==> config.mk <==
export PLATFORM = sky130hd
export DESIGN_NAME = armleocpu_divider_flat
export DESIGN_NICKNAME = d
export VERILOG_FILES = /design/src/rtl/armleocpu_divider_if.sv /design/src/rtl/armleocpu_divider.sv /design/src/flat_wrapper.sv
export SDC_FILE = /design/constraint.sdc
export NUM_CORES = 1
export LEC_CHECK = 0
export CORE_UTILIZATION = 50
export DETAILED_ROUTE_END_ITERATION = 8
export GPL_ROUTABILITY_DRIVEN = 0
export GPL_TIMING_DRIVEN = 0
export PLACE_DENSITY_LB_ADDON = 0.1
export SYNTH_ARGS = -nofsm -noshare
export SYNTH_HDL_FRONTEND = slang
export SYNTH_SLANG_ARGS = --single-unit
==> constraint.sdc <==
create_clock -name clk -period 17.8 [get_ports clk]
set_input_delay 1.78 -clock clk [delete_from_list [all_inputs] [get_ports clk]]
set_output_delay 1.78 -clock clk [all_outputs]
set_load 0.02 [all_outputs]
==> src/rtl/armleocpu_divider_if.sv <==
// Request/response bundle between the execute stage and the iterative divider.
// The master raises a one-cycle valid with the operands; the slave answers with
// a one-cycle ready carrying quotient, remainder and the divide-by-zero flag.
interface armleocpu_divider_if #(
  parameter int WIDTH = 32
);
  logic             valid;
  logic             is_signed;
  logic [WIDTH-1:0] dividend;
  logic [WIDTH-1:0] divisor;
  logic             ready;
  logic [WIDTH-1:0] quotient;
  logic [WIDTH-1:0] remainder;
  logic             division_by_zero;

  modport master (
    output valid, is_signed, dividend, divisor,
    input  ready, quotient, remainder, division_by_zero
  );

  modport slave (
    input  valid, is_signed, dividend, divisor,
    output ready, quotient, remainder, division_by_zero
  );
endinterface

==> src/rtl/armleocpu_divider.sv <==
// Iterative restoring divider producing one quotient bit per clock.
// Operands are reduced to magnitudes on capture, divided unsigned MSB first,
// and the signs are reapplied on the final iteration (RISC-V DIV/REM rules).
// A zero divisor short-circuits straight to DONE with the architectural result.
module armleocpu_divider #(
  parameter int WIDTH = 32
) (
  input logic               clk,
  input logic               rst_n,
  armleocpu_divider_if.slave bus
);

  localparam int CW = $clog2(WIDTH) + 1;

  typedef enum logic [1:0] {
    IDLE,
    CALC,
    DONE
  } state_t;

  state_t           state_q, state_d;
  logic [CW-1:0]    counter_q, counter_d;
  logic [WIDTH-1:0] dvd_q, dvd_d;
  logic [WIDTH-1:0] dvs_q, dvs_d;
  logic [WIDTH-1:0] rem_q, rem_d;
  logic [WIDTH-1:0] quot_q, quot_d;
  logic             neg_q_q, neg_q_d;
  logic             neg_r_q, neg_r_d;
  logic [WIDTH-1:0] quotient_q, quotient_d;
  logic [WIDTH-1:0] remainder_q, remainder_d;
  logic             dbz_q, dbz_d;

  // The running remainder is always below the divisor magnitude, so it is
  // stored in WIDTH bits; the extra bit only exists in the combinational
  // shift/trial-subtract step where it is actually needed.
  logic [WIDTH:0]   shifted;
  logic [WIDTH:0]   trial;
  logic             a_neg;
  logic             b_neg;
  logic             last_iter;

  // State register: every flop of the divider, cleared by the asynchronous reset.
  always_ff @(posedge clk or posedge rst_n) begin
    if (rst_n) begin
      state_q     <= IDLE;
      counter_q   <= '0;
      dvd_q       <= '0;
      dvs_q       <= '0;
      rem_q       <= '0;
      quot_q      <= '0;
      neg_q_q     <= 1'b0;
      neg_r_q     <= 1'b0;
      quotient_q  <= '0;
      remainder_q <= '0;
      dbz_q       <= 1'b0;
    end else begin
      state_q     <= state_d;
      counter_q   <= counter_d;
      dvd_q       <= dvd_d;
      dvs_q       <= dvs_d;
      rem_q       <= rem_d;
      quot_q      <= quot_d;
      neg_q_q     <= neg_q_d;
      neg_r_q     <= neg_r_d;
      quotient_q  <= quotient_d;
      remainder_q <= remainder_d;
      dbz_q       <= dbz_d;
    end
  end

  assign last_iter = (counter_q == CW'(WIDTH - 1));

  // Next-state logic: requests are only looked at in IDLE, so a valid that
  // arrives during CALC or DONE is simply dropped.
  always_comb begin
    state_d = state_q;
    case (state_q)
      IDLE: begin
        if (bus.valid) begin
          state_d = (bus.divisor == '0) ? DONE : CALC;
        end
      end
      CALC: begin
        if (last_iter) begin
          state_d = DONE;
        end
      end
      DONE:    state_d = IDLE;
      default: state_d = IDLE;
    endcase
  end

  // Datapath: operand capture, one restoring step per CALC cycle, and the
  // sign fix-up folded into the last step so results land as DONE begins.
  always_comb begin
    counter_d   = counter_q;
    dvd_d       = dvd_q;
    dvs_d       = dvs_q;
    rem_d       = rem_q;
    quot_d      = quot_q;
    neg_q_d     = neg_q_q;
    neg_r_d     = neg_r_q;
    quotient_d  = quotient_q;
    remainder_d = remainder_q;
    dbz_d       = dbz_q;
    shifted     = {rem_q, dvd_q[WIDTH-1]};
    trial       = shifted - {1'b0, dvs_q};
    a_neg       = bus.is_signed & bus.dividend[WIDTH-1];
    b_neg       = bus.is_signed & bus.divisor[WIDTH-1];

    case (state_q)
      IDLE: begin
        if (bus.valid) begin
          counter_d = '0;
          if (bus.divisor == '0) begin
            quotient_d  = '1;
            remainder_d = bus.dividend;
            dbz_d       = 1'b1;
          end else begin
            dvd_d   = a_neg ? -bus.dividend : bus.dividend;
            dvs_d   = b_neg ? -bus.divisor  : bus.divisor;
            neg_q_d = a_neg ^ b_neg;
            neg_r_d = a_neg;
            rem_d   = '0;
            quot_d  = '0;
            dbz_d   = 1'b0;
          end
        end
      end
      CALC: begin
        counter_d = counter_q + CW'(1);
        dvd_d     = {dvd_q[WIDTH-2:0], 1'b0};
        if (trial[WIDTH]) begin
          rem_d  = shifted[WIDTH-1:0];
          quot_d = {quot_q[WIDTH-2:0], 1'b0};
        end else begin
          rem_d  = trial[WIDTH-1:0];
          quot_d = {quot_q[WIDTH-2:0], 1'b1};
        end
        if (last_iter) begin
          quotient_d  = neg_q_q ? -quot_d : quot_d;
          remainder_d = neg_r_q ? -rem_d  : rem_d;
        end
      end
      default: begin
      end
    endcase
  end

  // Outputs: ready is a pure decode of DONE; results come from holding registers.
  always_comb begin
    bus.ready            = (state_q == DONE);
    bus.quotient         = quotient_q;
    bus.remainder        = remainder_q;
    bus.division_by_zero = dbz_q;
  end

endmodule

==> src/flat_wrapper.sv <==
// flat-port wrapper written by rule: the top's interface ports become plain ports
module armleocpu_divider_flat 
#(
  parameter int WIDTH = 32
)
  (clk, rst_n, bus_valid, bus_is_signed, bus_dividend, bus_divisor, bus_ready, bus_quotient, bus_remainder, bus_division_by_zero);
  armleocpu_divider_if #(.WIDTH(WIDTH)) bus_i ();
  input logic clk;
  input logic rst_n;
  input wire logic [$bits(bus_i.valid)-1:0] bus_valid;
  input wire logic [$bits(bus_i.is_signed)-1:0] bus_is_signed;
  input wire logic [$bits(bus_i.dividend)-1:0] bus_dividend;
  input wire logic [$bits(bus_i.divisor)-1:0] bus_divisor;
  output wire logic [$bits(bus_i.ready)-1:0] bus_ready;
  output wire logic [$bits(bus_i.quotient)-1:0] bus_quotient;
  output wire logic [$bits(bus_i.remainder)-1:0] bus_remainder;
  output wire logic [$bits(bus_i.division_by_zero)-1:0] bus_division_by_zero;
  assign bus_i.valid = bus_valid;
  assign bus_i.is_signed = bus_is_signed;
  assign bus_i.dividend = bus_dividend;
  assign bus_i.divisor = bus_divisor;
  assign bus_ready = bus_i.ready;
  assign bus_quotient = bus_i.quotient;
  assign bus_remainder = bus_i.remainder;
  assign bus_division_by_zero = bus_i.division_by_zero;
  armleocpu_divider #(.WIDTH(WIDTH)) u_core (.clk(clk), .rst_n(rst_n), .bus(bus_i));
endmodule
==> flow_summary_export.csv, run 1 <==
group,metric,value,unit
synth,synth-seq-cells,202,
critical_path,cpMostUsedCell,"buf_2",
timing,clock_skew,0.009383,ns
die,die_y,166.3,µm
final_layout,drive_gt1_share,6.534,%
min_path,min_path_type,"reg -> reg",
clock_tree,cts.path.max_buffers,3,
placement,dpl_cell_area,15280,µm²
placement,portBuffers,133,
timing,setup_tns,0,ns
global_routing,grt-ovfl-total,0,
synth,yosysTopAreaCellShare,37.45,%
global_routing,grt_max_degree,123,
final_layout,area_growth,19.44,%
synth,synthTopCellsByCount,"nand2_1, dfrtp_1, o21ai_0",
detailed_routing,antenna_left,0,
synth,yosys.cell_count.top_type,"nand2_1",
final_layout,nets,1895,
detailed_routing,via_count,13200,
critical_path,r2r_cells,24,
clock_tree,cts_setup_buffers,0,
critical_path,worst-path-buf-inv,6,
synth,syn_inst,1629,
critical_path,critical-path-top-delay-family,"compound AO/OA/AOI/OAI gates",
outcome,violations,"design-rule violations",
synth,ys_async_sr_fraction,100.0,%
final_layout,n_fill_cell,2356,
placement,dpl.hpwl,32.46,mm
die,core,26280,µm²
critical_path,setup.worst_path.end,"u_core.bus.remainder[20]$_DFFE_PP0P_",
critical_path,required,18.19,ns
critical_path,critPathMaxStageDelay,0.62,ns
critical_path,path_cells,"inv_1 -> ha_1 -> inv_1 -> fa_1 -> a211oi_2 -> o211ai_2 -> nand4_1 -> a21oi_2 -> o32ai_4 -> nor2_4 -> inv_2 -> buf_2 -> buf_2 -> buf_2 -> mux2i_1 -> ha_1 -> nand3_1 -> nor4_1 -> o211ai_1 -> o41a_1 -> o21ai_1 -> o21ai_0 -> xor2_1 -> o21ai_1",
timing,finalCritPeriodShare,36.16,%
synth,yosysWarnings,0,
timing,relSlewSlack,13.50,%
critical_path,path_max_fanout,10,
timing,clock.fmax,155.4,MHz
clock_tree,cts_made_buffers,24,
detailed_routing,drc_errors,10,
global_routing,antenna_found_initial,0,
synth,synth_top_flop_cell,"dfrtp_1",
critical_path,cp.arrival,6.83,ns
detailed_routing,via_per_inst,6.167,
critical_path,crit_path_start_kind,"register",
critical_path,critical_path.endpoint_type,"register",
timing,worstMarginPinSlew,1.283,ns
final_layout,stdcell_area,16120,µm²
critical_path,crit_start,"u_core.dvd_q[31]$_DFFE_PP0P_",
power_and_ir_drop,power_leakage,6.687,nW
timing,drv_slew,0,
clock_tree,clk_pin_slew_worst_paths,0.06,ns
clock_tree,cts_root_buffer,"clkbuf_16",
global_routing,grt_usage,30.87,%
critical_path,cp_num_cells,24,
timing,grt_setup_unrepaired,"no",
die,initial_utilization,51.36,%
synth,synth-edff-count,0,
clock_tree,cts.sinks,202,
power_and_ir_drop,vdd_ir_drop_max,0.00009437,V
job,drv_cap,0,
die,row_count,59,
timing,final_hold_viol_count,0,
synth,synth_cell_types,83,
synth,yosys.area.top_type,"dfrtp_1",
critical_path,crit_type,"reg -> reg",
synth,synth_area_leaders,"dfrtp_1, o21ai_0, nand2_1",
critical_path,r2r-start,"u_core.dvd_q[31]$_DFFE_PP0P_",
clock_tree,cts.repair.resized,0,
synth,synth_area_per_cell,8.286,µm²
global_routing,grt_pass1_wl,68.48,mm
clock_tree,clk_latency,0.52,ns
detailed_routing,wl_per_cell,19.94,µm
clock_tree,cts.htree.levels,1,
detailed_routing,routed_wl,42.70,mm
final_layout,multi_input_area,7858,µm²
final_layout,diodes,0,
timing,setup_viol,0,
critical_path,rrSetupSlack,11.36,ns
final_layout,finish.utilization,61.35,%
global_routing,grt_pass1_vias,12410,
synth,postSynthNetCount,1735,
die,die_w,166.3,µm
outcome,status,"finished with violations",
clock_tree,hold_buffers,0,
synth,ys_seq_area_share,37.45,%
die,ios,134,
synth,synthesis.area,13500,µm²
detailed_routing,first_iter_violations,1232,
detailed_routing,drt-pass1-iter-count,7,
timing,layout_min_cycle_time,6.436,ns
final_layout,regArea,5055,µm²
clock_tree,cts_tree,"yes",
die,dieArea,27660,µm²
power_and_ir_drop,power_density,216.0,nW/µm²
critical_path,timing.rr.end,"u_core.bus.remainder[20]$_DFFE_PP0P_",
critical_path,worst_path_max_delay_cell,"o32ai_4",
routing by layer:
layer	wire length, µm	vias to the layer above	track usage (%)
li1	-	6200	-
met1	18800	6338	43.49
met2	19260	575	49.02
met3	3363	91	4.576
met4	1275	0	9.581
met5	0	-	0
where the power goes:
group,total [mW],switching (mW),internal [mW],leakage (nW)
registers,0.758,0.125,0.633,2.49
clock network,0.521,0.204,0.317,0.407
logic,2.20,1.42,0.780,3.79
total,3.48,1.75,1.73,6.69
cells in the final DEF, fill, tap and decap left out, types with 27 or more instances in the layout:
master,instances
o21ai_0,170
buf_2,27
nand2_1,203
nor2_1,159
xor2_1,73
nor3_1,29
ha_1,37
clkbuf_1,60
clkdlybuf4s50_1,133
dfrtp_1,202
a22o_1,33
a21oi_1,152
xnor2_1,54
inv_1,49
logic make-up (layout without fill, tap and decap cells):
logic type	after synthesis	count (layout)	synth area share, %
buffers and inverters	142	319	4.338
adders and majority gates	38	38	3.578
and+or+nand+nor	557	557	19.35
xor gates and xnor gates	127	127	8.241
AOI/OAI and AO/OA	531	531	24.61
DFF	202	202	37.45
muxes	32	32	2.429
per-stage QoR:
stage | hold WS (ns) | setup slack [ns] | total power, mW | instances
floorplan | 0.4488 | 10.51 | 2.220 | 1629
global placement | 0.4618 | 7.763 | 2.870 | 2097
detailed placement | 0.4693 | 11.14 | 2.910 | 2098
CTS | 0.4822 | 11.57 | 3.441 | 2141
global route | 0.5070 | 11.09 | 3.718 | 2141
finish | 0.4824 | 11.36 | 3.482 | 2141
tightest hold or removal path, cell delays in order (launching register included):
cell and delay (ns):
dfrtp_1 0.35, nand2_1 0.05, o31ai_1 0.05
final cells by class:
class	count	area share [%]
Timing Repair Buffer	134	8.428
Inverter	53	1.281
Clock buffer	32	4.292
Sequential cell	202	31.35
Clock inverter	11	0.9080
Buffer	89	2.398
Tap cell	335	2.600
Multi-Input combinational cell	1285	48.74
worst min-delay path by stage:
| stage | from | end | slack (ns) | cells after the start |
|---|---|---|---|---|
| floorplan | u_core.dvd_q[0]$_DFFE_PP0P_ | u_core.dvd_q[0]$_DFFE_PP0P_ | 0.45 | 2 |
| global placement | u_core.dvd_q[24]$_DFFE_PP0P_ | u_core.dvd_q[24]$_DFFE_PP0P_ | 0.46 | 2 |
| detailed placement | u_core.dvd_q[0]$_DFFE_PP0P_ | u_core.dvd_q[0]$_DFFE_PP0P_ | 0.47 | 2 |
| CTS | u_core.dvd_q[0]$_DFFE_PP0P_ | u_core.dvd_q[0]$_DFFE_PP0P_ | 0.48 | 2 |
| global route | u_core.dvd_q[10]$_DFFE_PP0P_ | u_core.dvd_q[10]$_DFFE_PP0P_ | 0.51 | 2 |
| finish | u_core.dvd_q[0]$_DFFE_PP0P_ | u_core.dvd_q[0]$_DFFE_PP0P_ | 0.48 | 2 |
registers in the layout, summed over array words and instances (netlist names):
name / cells
u_core.counter_q: 6
u_core.state_q: 2
u_core.neg_r_q: 1
u_core.bus.quotient: 32
u_core.rem_q: 32
u_core.quot_q: 31
u_core.bus.division_by_zero: 1
u_core.dvd_q: 32
u_core.bus.remainder: 32
u_core.neg_q_q: 1
u_core.dvs_q: 32
(Power assumes the default switching activity.)
==> run 2, diff against run 1 <==
==> constraint.sdc (replaced) <==
create_clock -name clk -period 6.6 [get_ports clk]
set_input_delay 0.66 -clock clk [delete_from_list [all_inputs] [get_ports clk]]
set_output_delay 0.66 -clock clk [all_outputs]
set_load 0.02 [all_outputs]
==> flow_summary_export.csv, run 2 (same netlist as run 1, synthesis figures left out) <==
group,metric,value,unit
min_path,min_path_type,"reg -> reg",
detailed_routing,antenna_left,0,
critical_path,worst_path_max_delay_cell,"o32ai_4",
detailed_routing,via_per_inst,6.148,
placement,dpl_cell_area,15280,µm²
die,core,26280,µm²
detailed_routing,drc_errors,9,
die,ios,134,
final_layout,finish.utilization,61.37,%
global_routing,grt-ovfl-total,0,
timing,clock_skew,0.008493,ns
die,die_w,166.3,µm
clock_tree,cts.path.max_buffers,3,
power_and_ir_drop,power_leakage,6.692,nW
final_layout,nets,1896,
global_routing,grt_pass1_wl,68.49,mm
timing,grt_setup_unrepaired,"no",
detailed_routing,via_count,13170,
critical_path,path_max_fanout,10,
placement,dpl.hpwl,32.46,mm
detailed_routing,wl_per_cell,19.93,µm
die,die_y,166.3,µm
timing,drv_slew,0,
global_routing,grt_max_degree,123,
clock_tree,cts_setup_buffers,0,
clock_tree,clk_latency,0.52,ns
timing,finalCritPeriodShare,95.48,%
critical_path,crit_path_start_kind,"register",
final_layout,stdcell_area,16130,µm²
critical_path,cp.arrival,6.70,ns
clock_tree,cts.htree.levels,1,
die,dieArea,27660,µm²
outcome,violations,"design-rule violations",
clock_tree,cts.repair.resized,0,
detailed_routing,drt-pass1-iter-count,9,
job,drv_cap,0,
clock_tree,clk_pin_slew_worst_paths,0.06,ns
critical_path,critical-path-top-delay-family,"compound AO/OA/AOI/OAI gates",
final_layout,area_growth,19.49,%
final_layout,diodes,0,
critical_path,required,6.99,ns
placement,portBuffers,133,
timing,setup_ws,0.2980,ns
critical_path,worst-path-buf-inv,6,
clock_tree,cts.sinks,202,
timing,setup_viol,0,
final_layout,drive_gt1_share,6.586,%
final_layout,most-common-layout-cells,"nand2_1, dfrtp_1, o21ai_0",
power_and_ir_drop,vdd_ir_drop_max,0.0002601,V
critical_path,path_cells,"inv_1 -> ha_1 -> inv_1 -> fa_1 -> a211oi_2 -> o211ai_2 -> nand4_1 -> a21oi_2 -> o32ai_4 -> nor2_4 -> inv_2 -> buf_2 -> buf_2 -> buf_2 -> mux2i_1 -> ha_1 -> nand3_1 -> nor4_1 -> o211ai_1 -> o41a_1 -> o21ai_1 -> o21ai_0 -> xor2_1 -> o21ai_1",
clock_tree,cts_tree,"yes",
power_and_ir_drop,power_density,582.5,nW/µm²
placement,post-place-ws,0.4001,ns
critical_path,crit_type,"reg -> reg",
detailed_routing,routed_wl,42.68,mm
global_routing,grt_usage,30.87,%
critical_path,critPathMaxStageDelay,0.50,ns
final_layout,final_common_cell,"nand2_1",
die,initial_utilization,51.36,%
detailed_routing,first_iter_violations,1347,
timing,relSlewSlack,11.35,%
clock_tree,cts_root_buffer,"clkbuf_16",
timing,setup_tns,0,ns
outcome,status,"finished with violations",
timing,worstMarginPinSlew,1.315,ns
timing,layout_min_cycle_time,6.302,ns
global_routing,grt_pass1_vias,12410,
critical_path,cpMostUsedCell,"buf_2",
clock_tree,hold_buffers,0,
global_routing,antenna_found_initial,0,
critical_path,critical_path.endpoint_type,"register",
timing,clock.fmax,158.7,MHz
die,row_count,59,
timing,final_hold_viol_count,0,
clock_tree,cts_made_buffers,24,
[run 2: where the power goes]
group          leakage, nW  internal (mW)  switching, mW  total (mW)
combinational         3.79           2.11           3.83        5.95
sequential            2.49           1.71          0.336        2.04
clock                0.407          0.855          0.551        1.41
total                 6.69           4.68           4.72        9.40
[run 2: worst paths after layout]
check,startpoint,to,slack (ns),cells after the start
worst min-delay path,u_core.dvd_q[0]$_DFFE_PP0P_,u_core.dvd_q[0]$_DFFE_PP0P_,0.48,2
worst min register to register,u_core.dvd_q[0]$_DFFE_PP0P_,u_core.dvd_q[0]$_DFFE_PP0P_,0.48,2
max in group asynchronous,rst_n,u_core.dvs_q[28]$_DFFE_PP0P_,4.94,3
min in group asynchronous,rst_n,u_core.dvd_q[8]$_DFFE_PP0P_,0.71,2
worst max register to register,u_core.dvd_q[31]$_DFFE_PP0P_,u_core.bus.remainder[20]$_DFFE_PP0P_,0.30,24
worst max-delay path,u_core.dvd_q[31]$_DFFE_PP0P_,u_core.bus.remainder[20]$_DFFE_PP0P_,0.30,24
[run 2: final cells by class]
cell class	count	area, µm²
Fill cell	2356	10150
Multi-Input combinational cell	1285	7858
Sequential cell	202	5055
Timing Repair Buffer	135	1366
Clock buffer	32	691.9
Tap cell	335	419.2
Buffer	89	386.6
Inverter	53	206.4
Clock inverter	11	146.4
[run 2: stage by stage]
step	hold WS (ns)	instances	power, mW
floorplan	0.4488	1629	5.986
global placement	0.4618	2097	7.741
detailed placement	0.4693	2098	7.849
CTS	0.4822	2141	9.279
global route	0.5070	2142	10.04
finish	0.4776	2142	9.396
[run 2: metal layers]
layer  vias to the layer above  share of wire, %  track usage [%]
li1                       6188                 -                -
met1                      6311                44            43.49
met2                       583                45            49.02
met3                        87               7.9            4.576
met4                         0               3.0            9.581
met5                         -                 0                0
[run 2: tightest hold or removal path: cells and delay by family (launching register included)]
kind,cells,cell delay (ns)
simple gates,1,0.05
compound gates,1,0.05
flops,1,0.34
